$ cat src/rtl/rv_mc_pkg.sv
// rv_mc_pkg: shared FSM states, opcodes, ALU and immediate-select codes
package rv_mc_pkg;
  typedef enum logic [3:0] {
    S_FETCH, S_DECODE, S_MEMADR, S_MEMREAD, S_MEMWB, S_MEMWRITE,
    S_EXECR, S_EXECI, S_ALUWB, S_BEQ, S_JAL, S_TRAP
  } state_t;
  localparam logic [6:0] OP_LOAD  = 7'b0000011;
  localparam logic [6:0] OP_STORE = 7'b0100011;
  localparam logic [6:0] OP_R     = 7'b0110011;
  localparam logic [6:0] OP_I     = 7'b0010011;
  localparam logic [6:0] OP_BEQ   = 7'b1100011;
  localparam logic [6:0] OP_JAL   = 7'b1101111;
  localparam logic [2:0] ALU_ADD = 3'b000;
  localparam logic [2:0] ALU_SUB = 3'b001;
  localparam logic [2:0] ALU_AND = 3'b010;
  localparam logic [2:0] ALU_OR  = 3'b011;
  localparam logic [2:0] ALU_SLT = 3'b101;
  localparam logic [1:0] IMM_I = 2'b00;
  localparam logic [1:0] IMM_S = 2'b01;
  localparam logic [1:0] IMM_B = 2'b10;
  localparam logic [1:0] IMM_J = 2'b11;
endpackage

$ cat src/rtl/rv_mc_control.sv
// rv_mc_control: multicycle main FSM and ALU decoder driving all datapath enables and selects
module rv_mc_control
  import rv_mc_pkg::*;
(
  input  logic       clk,
  input  logic       rst,
  input  logic [6:0] op,
  input  logic [2:0] funct3,
  input  logic       funct7b5,
  input  logic       zero,
  input  logic       mem_ready,
  output state_t     state,
  output logic       mem_req,
  output logic       mem_we,
  output logic       retire,
  output logic       trap,
  output logic       ir_we,
  output logic       data_we,
  output logic       ab_we,
  output logic       aluout_we,
  output logic       pc_we,
  output logic       reg_we,
  output logic       adr_src,
  output logic       a_sel,
  output logic       b_sel,
  output logic [1:0] imm_src,
  output logic [1:0] pc_src,
  output logic [1:0] wb_src,
  output logic [2:0] alu_op
);
  logic fire, store, ex;
  logic [2:0] f_op;
  state_t dec;
  assign fire  = mem_req && mem_ready;
  assign store = op == OP_STORE;
  assign ex    = state == S_EXECR || state == S_EXECI;
  assign dec = (op == OP_LOAD || store) ? S_MEMADR :
               op == OP_R   ? S_EXECR :
               op == OP_I   ? S_EXECI :
               op == OP_BEQ ? S_BEQ   :
               op == OP_JAL ? S_JAL   : S_TRAP;
  assign f_op = funct3 == 3'b000 ? ((state == S_EXECR && funct7b5) ? ALU_SUB : ALU_ADD) :
                funct3 == 3'b010 ? ALU_SLT :
                funct3 == 3'b110 ? ALU_OR  :
                funct3 == 3'b111 ? ALU_AND : ALU_ADD;
  assign alu_op    = ex ? f_op : state == S_BEQ ? ALU_SUB : ALU_ADD;
  assign ir_we     = state == S_FETCH && fire;
  assign data_we   = state == S_MEMREAD && fire;
  assign ab_we     = state == S_DECODE;
  assign aluout_we = state == S_DECODE || state == S_MEMADR || ex;
  assign pc_we     = ir_we || (state == S_BEQ && zero) || state == S_JAL;
  assign pc_src    = state == S_BEQ ? 2'd1 : state == S_JAL ? 2'd2 : 2'd0;
  assign reg_we    = state == S_MEMWB || state == S_ALUWB || state == S_JAL;
  assign wb_src    = state == S_MEMWB ? 2'd1 : state == S_JAL ? 2'd2 : 2'd0;
  assign adr_src   = state == S_MEMREAD || state == S_MEMWRITE;
  assign a_sel     = state == S_DECODE || state == S_JAL;
  assign b_sel     = state == S_DECODE || state == S_MEMADR || state == S_EXECI || state == S_JAL;
  assign imm_src   = state == S_DECODE ? IMM_B : state == S_JAL ? IMM_J :
                     (state == S_MEMADR && store) ? IMM_S : IMM_I;
  always_ff @(posedge clk) begin
    if (rst) begin
      state   <= S_FETCH;
      mem_req <= 1'b0;
      mem_we  <= 1'b0;
      retire  <= 1'b0;
      trap    <= 1'b0;
    end else begin
      retire <= 1'b0;
      case (state)
        S_FETCH: begin
          mem_req <= !fire;
          if (fire) state <= S_DECODE;
        end
        S_DECODE: begin
          state <= dec;
          trap  <= dec == S_TRAP;
        end
        S_MEMADR: begin
          state   <= store ? S_MEMWRITE : S_MEMREAD;
          mem_req <= 1'b1;
          mem_we  <= store;
        end
        S_MEMREAD: if (fire) begin
          state   <= S_MEMWB;
          mem_req <= 1'b0;
        end
        S_MEMWRITE: if (fire) begin
          state  <= S_FETCH;
          mem_we <= 1'b0;
          retire <= 1'b1;
        end
        S_EXECR, S_EXECI: state <= S_ALUWB;
        S_MEMWB, S_ALUWB, S_BEQ, S_JAL: begin
          state   <= S_FETCH;
          mem_req <= 1'b1;
          retire  <= 1'b1;
        end
        default: begin
          state <= S_TRAP;
          trap  <= 1'b1;
        end
      endcase
    end
  end
endmodule

$ cat src/rtl/riscv_multicycle_datapath.sv
// riscv_multicycle_datapath: multicycle RV32I-subset core with unified handshaked memory port
module riscv_multicycle_datapath
  import rv_mc_pkg::*;
#(
  parameter logic [31:0] RESET_PC = 32'h0000_0000,
  parameter int          ADDR_W   = 32
) (
  input  logic              clk,
  input  logic              rst,
  output logic              mem_req,
  output logic              mem_we,
  output logic [ADDR_W-1:0] mem_addr,
  output logic [31:0]       mem_wdata,
  input  logic [31:0]       mem_rdata,
  input  logic              mem_ready,
  output logic              retire,
  output logic [31:0]       pc_out,
  output logic              trap
);
  state_t state;
  logic ir_we, data_we, ab_we, aluout_we, pc_we, reg_we, adr_src, a_sel, b_sel;
  logic [1:0] imm_src, pc_src, wb_src;
  logic [2:0] alu_op;
  logic [31:0] pc, old_pc, ir, data, a, b, alu_out;
  logic [31:0] rf [32];
  logic [31:0] imm, src_a, src_b, alu_res, wb, pc_next, addr;
  rv_mc_control u_ctrl (
    .clk(clk), .rst(rst), .op(ir[6:0]), .funct3(ir[14:12]), .funct7b5(ir[30]),
    .zero(alu_res == 32'd0), .mem_ready(mem_ready), .state(state),
    .mem_req(mem_req), .mem_we(mem_we), .retire(retire), .trap(trap),
    .ir_we(ir_we), .data_we(data_we), .ab_we(ab_we), .aluout_we(aluout_we),
    .pc_we(pc_we), .reg_we(reg_we), .adr_src(adr_src), .a_sel(a_sel), .b_sel(b_sel),
    .imm_src(imm_src), .pc_src(pc_src), .wb_src(wb_src), .alu_op(alu_op)
  );
  assign imm = imm_src == IMM_I ? {{20{ir[31]}}, ir[31:20]} :
               imm_src == IMM_S ? {{20{ir[31]}}, ir[31:25], ir[11:7]} :
               imm_src == IMM_B ? {{20{ir[31]}}, ir[7], ir[30:25], ir[11:8], 1'b0} :
                                  {{12{ir[31]}}, ir[19:12], ir[20], ir[30:21], 1'b0};
  assign src_a = a_sel ? old_pc : a;
  assign src_b = b_sel ? imm : b;
  assign alu_res = alu_op == ALU_SUB ? src_a - src_b :
                   alu_op == ALU_AND ? src_a & src_b :
                   alu_op == ALU_OR  ? src_a | src_b :
                   alu_op == ALU_SLT ? {31'd0, $signed(src_a) < $signed(src_b)} :
                                       src_a + src_b;
  assign wb        = wb_src == 2'd1 ? data : wb_src == 2'd2 ? pc : alu_out;
  assign pc_next   = pc_src == 2'd1 ? alu_out : pc_src == 2'd2 ? alu_res : pc + 32'd4;
  assign addr      = (adr_src ? alu_out : pc) & ~32'd3;
  assign mem_addr  = addr[ADDR_W-1:0];
  assign mem_wdata = b;
  assign pc_out    = state == S_FETCH ? pc : old_pc;
  always_ff @(posedge clk) begin
    if (rst) begin
      pc      <= RESET_PC;
      old_pc  <= '0;
      ir      <= '0;
      data    <= '0;
      a       <= '0;
      b       <= '0;
      alu_out <= '0;
      for (int i = 0; i < 32; i++) rf[i] <= '0;
    end else begin
      if (ir_we) begin
        ir     <= mem_rdata;
        old_pc <= pc;
      end
      if (pc_we) pc <= pc_next;
      if (data_we) data <= mem_rdata;
      if (ab_we) begin
        a <= rf[ir[19:15]];
        b <= rf[ir[24:20]];
      end
      if (aluout_we) alu_out <= alu_res;
      if (reg_we && ir[11:7] != 5'd0) rf[ir[11:7]] <= wb;
    end
  end
endmodule
$ cat config.mk
export PLATFORM = sky130hd
export DESIGN_NAME = riscv_multicycle_datapath
export DESIGN_NICKNAME = d
export VERILOG_FILES = /design/src/rtl/rv_mc_pkg.sv /design/src/rtl/rv_mc_control.sv /design/src/rtl/riscv_multicycle_datapath.sv
export SDC_FILE = /design/constraint.sdc
export NUM_CORES = 2
export LEC_CHECK = 0
export BUFFER_PORTS_ARGS = -buffer_cell sky130_fd_sc_hd__buf_2
export CAP_MARGIN = 20
export CORE_AREA = 2 2 291 436
export DETAILED_ROUTE_END_ITERATION = 10
export DIE_AREA = 0 0 293 438
export PLACE_DENSITY_LB_ADDON = 0.1
export REMOVE_ABC_BUFFERS = 1
export SLEW_MARGIN = 20
export SYNTH_ARGS = -nofsm -noshare
export SYNTH_HDL_FRONTEND = slang
export SYNTH_SLANG_ARGS = --single-unit
$ cat constraint.sdc
create_clock -name clk -period 7.5 [get_ports clk]
set_input_delay 0.375 -clock clk [delete_from_list [all_inputs] [get_ports clk]]
set_output_delay 0.375 -clock clk [all_outputs]
set_load 0.005 [all_outputs]
Word level (Yosys, flattened, before mapping)
Memory sizes are Yosys's and may differ from the RTL's. A register that Yosys moved wholly into a read port is not among the register bits.
Cells that the tools add are included.

operators by class
  add/sub/neg operators = 3
  shift operators = 0
  magnitude comparators = 1
  bitwise gates (word level) = 2
  $mul = 0
  muxes and demuxes = 52
  reductions and logical operators = 35
  div/mod/pow operators = 0
  equal/unequal tests = 33

operators with widths
  cell                                            count
  two-way mux 32 bit                              13
  two-way mux 20 bit                              3
  adder 32 x 3 -> 32 bit (second input constant)  1
  adder 32 bit                                    1
  bitwise AND 32 bit                              1
  zero test 32 bit                                1
  < comparator 32 bit                             1
  bitwise OR 32 bit                               1
  OR reduction 32 bit                             1
  subtractor 32 bit                               1
  two-way mux 4 bit                               7
  one-hot mux 4 bit (7 select lines)              1
  == test 4 x 3 -> 1 bit (second input constant)  4
  == test 4 bit (second input constant)           4
  two-way mux 3 bit                               5
  == test 7 x 6 -> 1 bit (second input constant)  2
  == test 7 bit (second input constant)           2
  logical OR 1 bit                                12
  two-way mux 1 bit                               12
  two-way mux 2 bit                               6
  OR reduction 10 bit                             1
  == test 3 x 2 -> 1 bit (second input constant)  3
  == test 3 bit (second input constant)           3
  == test 4 x 2 -> 1 bit (second input constant)  2
  other kinds (23)                                38

word-level totals
  input bits = 35
  memories = 1
  bits in registers = 168
  output and inout bits = 100
  logic and storage cells = 137
  bits in writable memories = 1024
  ROM bits = 0
  bits in latches = 0

memories
  memory  depth  bits a word  read ports  clocked after memory_dff  wr ports  line                             RTL
  rf      32     32           2           2                         32        riscv_multicycle_datapath.sv:25  logic [31:0] rf [32];

Depth between registers and ports, before layout
  word-level depth = 19
  gate-level depth with buffers = 25
  gate-level depth less buffers = 22

Hierarchy
Synthesis repeated with hierarchy kept, for this count alone.

second synthesis, totals
  cell total of the unflattened synthesis = 5357
  area total of the unflattened synthesis = 68658.3 µm²

by module, submodules not included
  module                     area each (µm²)  sequential area each (µm²)  instances  cells each
  riscv_multicycle_datapath  67803.8          35233.8                     1          5238
  rv_mc_control              854.6            160.2                       1          119

Worst setup path before layout
OpenSTA, ideal clock, no wires.

  path kind = reg2reg
  start = reg u_ctrl.state[3]
  end = reg pc[10]
  period minus slack after synthesis = 5.967 ns
  library setup time = 0.134 ns
  data required time = 7.366 ns
  stages on the path, launching flop included = 23
  data arrival time = 5.833 ns
  setup slack = 1.533 ns
  buffers on the path = 3
  path through = dfxtp_1 > clkbuf_1 > clkinv_1 > nor3_1 > nor2_1 > clkbuf_1 > mux2i_1 > inv_1 > ha_1 > fa_1 > a21o_1 > a221o_1 > a221oi_1 > o21ai_0 > xnor2_1 > a21oi_1 > o22ai_1 > nor4_1 > nand4_1 > or4_4 > nand3_2 > buf_4 > a211oi_1

between the ends
  word-level cells in the longest chain between the ends = 19
  elaborated cells between the ends (all ways) = 53
  classes of those cells = add/sub: 2; order compare: 1; eq/ne: 14; mux: 20; bitwise: 2; reduce/logical: 14

RTL lines
  what                                                        line                                                              RTL
  start, declared                                             rv_mc_control.sv:12                                               output state_t state,
  start signal, assigned                                      rv_mc_control.sv:79                                               state <= store ? S_MEMWRITE : S_MEMREAD;
  == test 4 x 2 -> 1 bit                                      rv_mc_control.sv:57, rv_mc_control.sv:59
  logical AND 1 bit                                           rv_mc_control.sv:59                                               (state == S_MEMADR && store) ? IMM_S : IMM_I;
  two-way mux 1 bit                                           rv_mc_control.sv:59
  two-way mux 2 bit (2 in a row)                              rv_mc_control.sv:58                                               assign imm_src = state == S_DECODE ? IMM_B : state == S_JAL ? IMM_J :
  == test 2 bit                                               riscv_multicycle_datapath.sv:37                                   imm_src == IMM_B ? {{20{ir[31]}}, ir[7], ir[30:25], ir[11:8], 1'b0} :
  two-way mux 20 bit                                          riscv_multicycle_datapath.sv:37
  two-way mux 20 bit                                          riscv_multicycle_datapath.sv:36                                   imm_src == IMM_S ? {{20{ir[31]}}, ir[31:25], ir[11:7]} :
  two-way mux 20 bit                                          riscv_multicycle_datapath.sv:35                                   assign imm = imm_src == IMM_I ? {{20{ir[31]}}, ir[31:20]} :
  two-way mux 32 bit                                          riscv_multicycle_datapath.sv:40                                   assign src_b = b_sel ? imm : b;
  adder 32 bit / < comparator 32 bit (equally long branches)  riscv_multicycle_datapath.sv:45, riscv_multicycle_datapath.sv:44
  two-way mux 32 bit                                          riscv_multicycle_datapath.sv:44                                   alu_op == ALU_SLT ? {31'd0, $signed(src_a) < $signed(src_b)} :
  two-way mux 32 bit                                          riscv_multicycle_datapath.sv:43                                   alu_op == ALU_OR ? src_a | src_b :
  two-way mux 32 bit                                          riscv_multicycle_datapath.sv:42                                   alu_op == ALU_AND ? src_a & src_b :
  two-way mux 32 bit                                          riscv_multicycle_datapath.sv:41                                   assign alu_res = alu_op == ALU_SUB ? src_a - src_b :
  zero test 32 bit                                            riscv_multicycle_datapath.sv:29                                   .zero(alu_res == 32'd0), .mem_ready(mem_ready), .state(state),
  logical AND 1 bit                                           rv_mc_control.sv:51                                               assign pc_we = ir_we || (state == S_BEQ && zero) || state == S_JAL;
  logical OR 1 bit (2 in a row)                               rv_mc_control.sv:51
  end signal, assigned                                        riscv_multicycle_datapath.sv:67                                   if (pc_we) pc <= pc_next;
  end, declared                                               riscv_multicycle_datapath.sv:24                                   logic [31:0] pc, old_pc, ir, data, a, b, alu_out;

Several ways; a longest one is shown, not always the timed one.
A chain may end at the register's enable or synchronous reset.

Worst setup path in the final report
  start = reg u_ctrl.state[2]
  end = reg pc[0]

Same word-level chain as after synthesis.

==> impl_metrics.env <==
export IMPL_ant_nets=0
export IMPL_synth_distinct_cells=84
export IMPL_min_period_ns=7.364
export IMPL_max_freq_ghz=0.1358
export IMPL_die_h_um=438
export IMPL_place_congestion=1.035
export IMPL_ir_worst_vdd_mv=0.2263
export IMPL_synth_main_ff_cell="edfxtp_1"
export IMPL_crit_type="flop to flop"
export IMPL_synth_simple_area_share=0.1151
export IMPL_grt_pass1_vias=50000
export IMPL_tns_ns=0
export IMPL_whs_ns=0.1225
export IMPL_synth_top_cell_area_share=0.4522
export IMPL_status="complete, no violations"
export IMPL_yosys_area_share_adder=0.01899
export IMPL_max_slew_margin=0.1151
export IMPL_grt_first_pass_wirelength_mm=368.8
export IMPL_drtPass1Iterations=6
export IMPL_power_density_nw_per_um2=330.7
export IMPL_hold_viol=0
export IMPL_dp_hpwl_mm=164.0
export IMPL_r2r_setup_slack_ns=0.14
export IMPL_layout_nets=5614
export IMPL_rows=159
export IMPL_pin_count=135
export IMPL_clk_pin_slew_worst_paths_ns=0.07
export IMPL_syn_area_um2=67990
export IMPL_syn2layout_area_growth_pct=9.987
export IMPL_core_area_um2=124700
export IMPL_fin_skew_ns=0.03494
export IMPL_antenna_found_initial=6
export IMPL_rsz0062_at_grt="false"
export IMPL_start_util=0.5451
export IMPL_period_share=0.9818
export IMPL_worst_setup_path_end_kind="flop"
export IMPL_die_area_um2=128300
export IMPL_synth_warnings=0
export IMPL_clock_latency_ns=0.79
export IMPL_ys_async_sr_fraction=0
export IMPL_clockBufferDepth=3
export IMPL_drc_errors=0
export IMPL_htreeDepth=3
export IMPL_viasPerCell=7.023
export IMPL_synth_compound_area_frac=0.06663
export IMPL_hold_class="primary input to flop"
export IMPL_yosysTopAreaCell="edfxtp_1"
export IMPL_nFillCells=9967
export IMPL_synth_xor_area_share=0.005925
export IMPL_critPathMaxFanout=13
export IMPL_synth_seq_cells=1256
export IMPL_ys_top_cells_by_area="edfxtp_1 (45%), mux4_2 (21%), nor2_1 (6.9%), dfxtp_1 (6.8%), nand2_1 (2.5%)"
export IMPL_synth_avg_cell_area_um2=12.35
export IMPL_crit_arrival_ns=7.97
export IMPL_critical_path_buf_inv_count=2
export IMPL_worstSetupStartpointType="flop"
export IMPL_wire_per_inst_um=36.65
export IMPL_synth_top_family_by_area="multiplexers"
export IMPL_layout_drive_gt1_share=0.2381
export IMPL_tightest_slew_ns=1.327
export IMPL_maxCapViolCount=0
export IMPL_finalSetupViolCount=0
export IMPL_cts_root_buf="clkbuf_16"
export IMPL_initialDrtViolationCount=6246
export IMPL_crit_chain="nand2b_1 -> nor2_1 -> nor2_4 -> buf_4 -> o21ai_0 -> ha_1 -> fa_1 -> a21o_1 -> a221o_1 -> a221oi_1 -> o21ai_0 -> buf_4 -> a21boi_0 -> xnor2_1 -> o221ai_1 -> nor2_1 -> nand4bb_1 -> or4_4 -> o21ai_0 -> a221oi_1"
export IMPL_seq_area_frac_synth=0.5205
export IMPL_grt_ovfl_total=0
export IMPL_critical_path_max_stage_delay_ns=0.95
export IMPL_drv_slew=0
export IMPL_cpMostUsedCell="o21ai_0"
export IMPL_post_cts_resized=0
export IMPL_synth_edf_count=1024
export IMPL_cp_slowest_cell="a221oi_1"
export IMPL_synth_most_common_cell="nor2_1"
export IMPL_cp_top_family="compound AO/OA/AOI/OAI gates"
export IMPL_cts_tree="done"
export IMPL_vias=50480
export IMPL_die_w_um=293
export IMPL_cts_made_buffers=118
export IMPL_synthMuxAreaShare=0.2362
export IMPL_track_usage=0.4124
export IMPL_critPathRequiredTime_ns=8.11
export IMPL_grt_max_degree=126
export IMPL_syn_inst=5506
export IMPL_cts_sinks=1256
export IMPL_drt_wl_total_mm=263.5
export IMPL_cellLeakagePower_nw=25.02
export IMPL_port_buffers=132
export IMPL_yosys_top_cells_count="nor2_1 (1243), edfxtp_1 (1024), mux4_2 (640)"
[registers in the layout, indices dropped and copies added, names as in the netlist]
name / count
a: 32
rf: 1024
u_ctrl.mem_we: 1
u_ctrl.state: 4
u_ctrl.trap: 1
pc: 32
u_ctrl.mem_req: 1
alu_out: 32
u_ctrl.retire: 1
data: 32
ir: 32
mem_wdata: 32
old_pc: 32
[report_power, final]
| group | leakage [nW] | internal [W] | switching, W |
|---|---|---|---|
| clock | 1.85 | 0.00334 | 0.00272 |
| combinational | 10.7 | 0.00342 | 0.00656 |
| sequential | 12.5 | 0.00804 | 0.000665 |
| total | 25.0 | 0.0148 | 0.00994 |
[final timing paths]
kind	startpoint	endpoint	cells past startpoint
setup / recovery	u_ctrl.state[2]	pc[0]	20
hold / removal	mem_ready	u_ctrl.state[1]	3
setup reg to reg	u_ctrl.state[2]	pc[0]	20
hold reg to reg	ir[25]	ir[25]	2
[cells in the final DEF, fill, tap and decap left out, types with 16 or more instances in the layout]
master,instances
xor2_1,16
nand2_2,63
mux2_2,54
a21o_1,33
nand2_1,389
ha_1,100
o22ai_1,26
nor4_1,21
xnor2_1,30
dlygate4sd3_1,35
o21ai_0,78
nand4_1,23
mux2i_1,104
clkbuf_16,122
buf_2,131
clkinv_2,23
edfxtp_1,1024
nor3_1,70
a221oi_1,32
nand3_1,30
buf_4,180
mux4_2,640
clkinv_1,20
nor2b_1,18
a21oi_1,256
inv_1,111
a211oi_1,110
dfxtp_1,222
nand2b_1,17
conb_1,34
clkbuf_1,30
nor2_1,1240
a21oi_2,36
[repair_timing]
| action | CTS | global route |
|---|---|---|
| hold buffers | 35 | 0 |
| hold endpoints to repair | 72 | 0 |
| setup buffers | 0 | 0 |
[routing by layer]
layer,wire (um),GRT usage
met2,127400,0.6723
met3,26820,0.08325
met5,25,0
met4,23370,0.3113
met1,85850,0.4838
[worst reg2reg max path: stages (launching register included)]
cell       delay, ns
dfxtp_1         0.53
nand2b_1        0.45
nor2_1          0.22
nor2_4          0.50
buf_4           0.29
o21ai_0         0.17
ha_1            0.31
fa_1            0.47
a21o_1          0.22
a221o_1         0.40
a221oi_1        0.95
o21ai_0         0.23
buf_4           0.22
a21boi_0        0.21
xnor2_1         0.14
o221ai_1        0.27
nor2_1          0.20
nand4bb_1       0.17
or4_4           0.68
o21ai_0         0.38
a221oi_1        0.21
[cell families (layout without fill, tap and decap cells)]
| group | after synthesis | after routing |
|---|---|---|
| AO/OA/AOI/OAI | 714 | 714 |
| XOR/XNOR | 46 | 46 |
| adder cells (fa/ha/maj) | 102 | 102 |
| buffers and inverters | 649 | 683 |
| flip-flops | 1256 | 1256 |
| multiplexers | 798 | 798 |
| other | 1 | 39 |
| AND/OR/NAND/NOR | 1940 | 1940 |
[metrics by stage]
stage | util | total power, W | setup WS (ns) | instances | area, um2
after floorplan | - | 0.01518 | -10.85 | 5003 | 66060
after global placement | 0.5662 | 0.01855 | 0.3207 | 6932 | 70630
after detailed placement | 0.5663 | 0.01853 | 0.3746 | 6932 | 70640
after CTS | 0.5994 | 0.02452 | 0.3420 | 7183 | 74770
after global routing | 0.5995 | 0.02557 | 0.01856 | 7184 | 74770
final | 0.5995 | 0.02473 | 0.1363 | 7188 | 74780
[cell type report]
cell class / instances / area, um2 / area share
Inverter: 113 / 424.2 / 0.005672
Timing Repair Buffer: 354 / 2512 / 0.03360
Antenna cell: 5 / 12.51 / 0.0001673
Clock inverter: 61 / 570.5 / 0.007629
Multi-Input combinational cell: 3634 / 30620 / 0.4094
Sequential cell: 1256 / 35430 / 0.4737
Tap cell: 1610 / 2014 / 0.02694
Clock buffer: 155 / 3207 / 0.04288
Power figures use the tool's default switching activity.
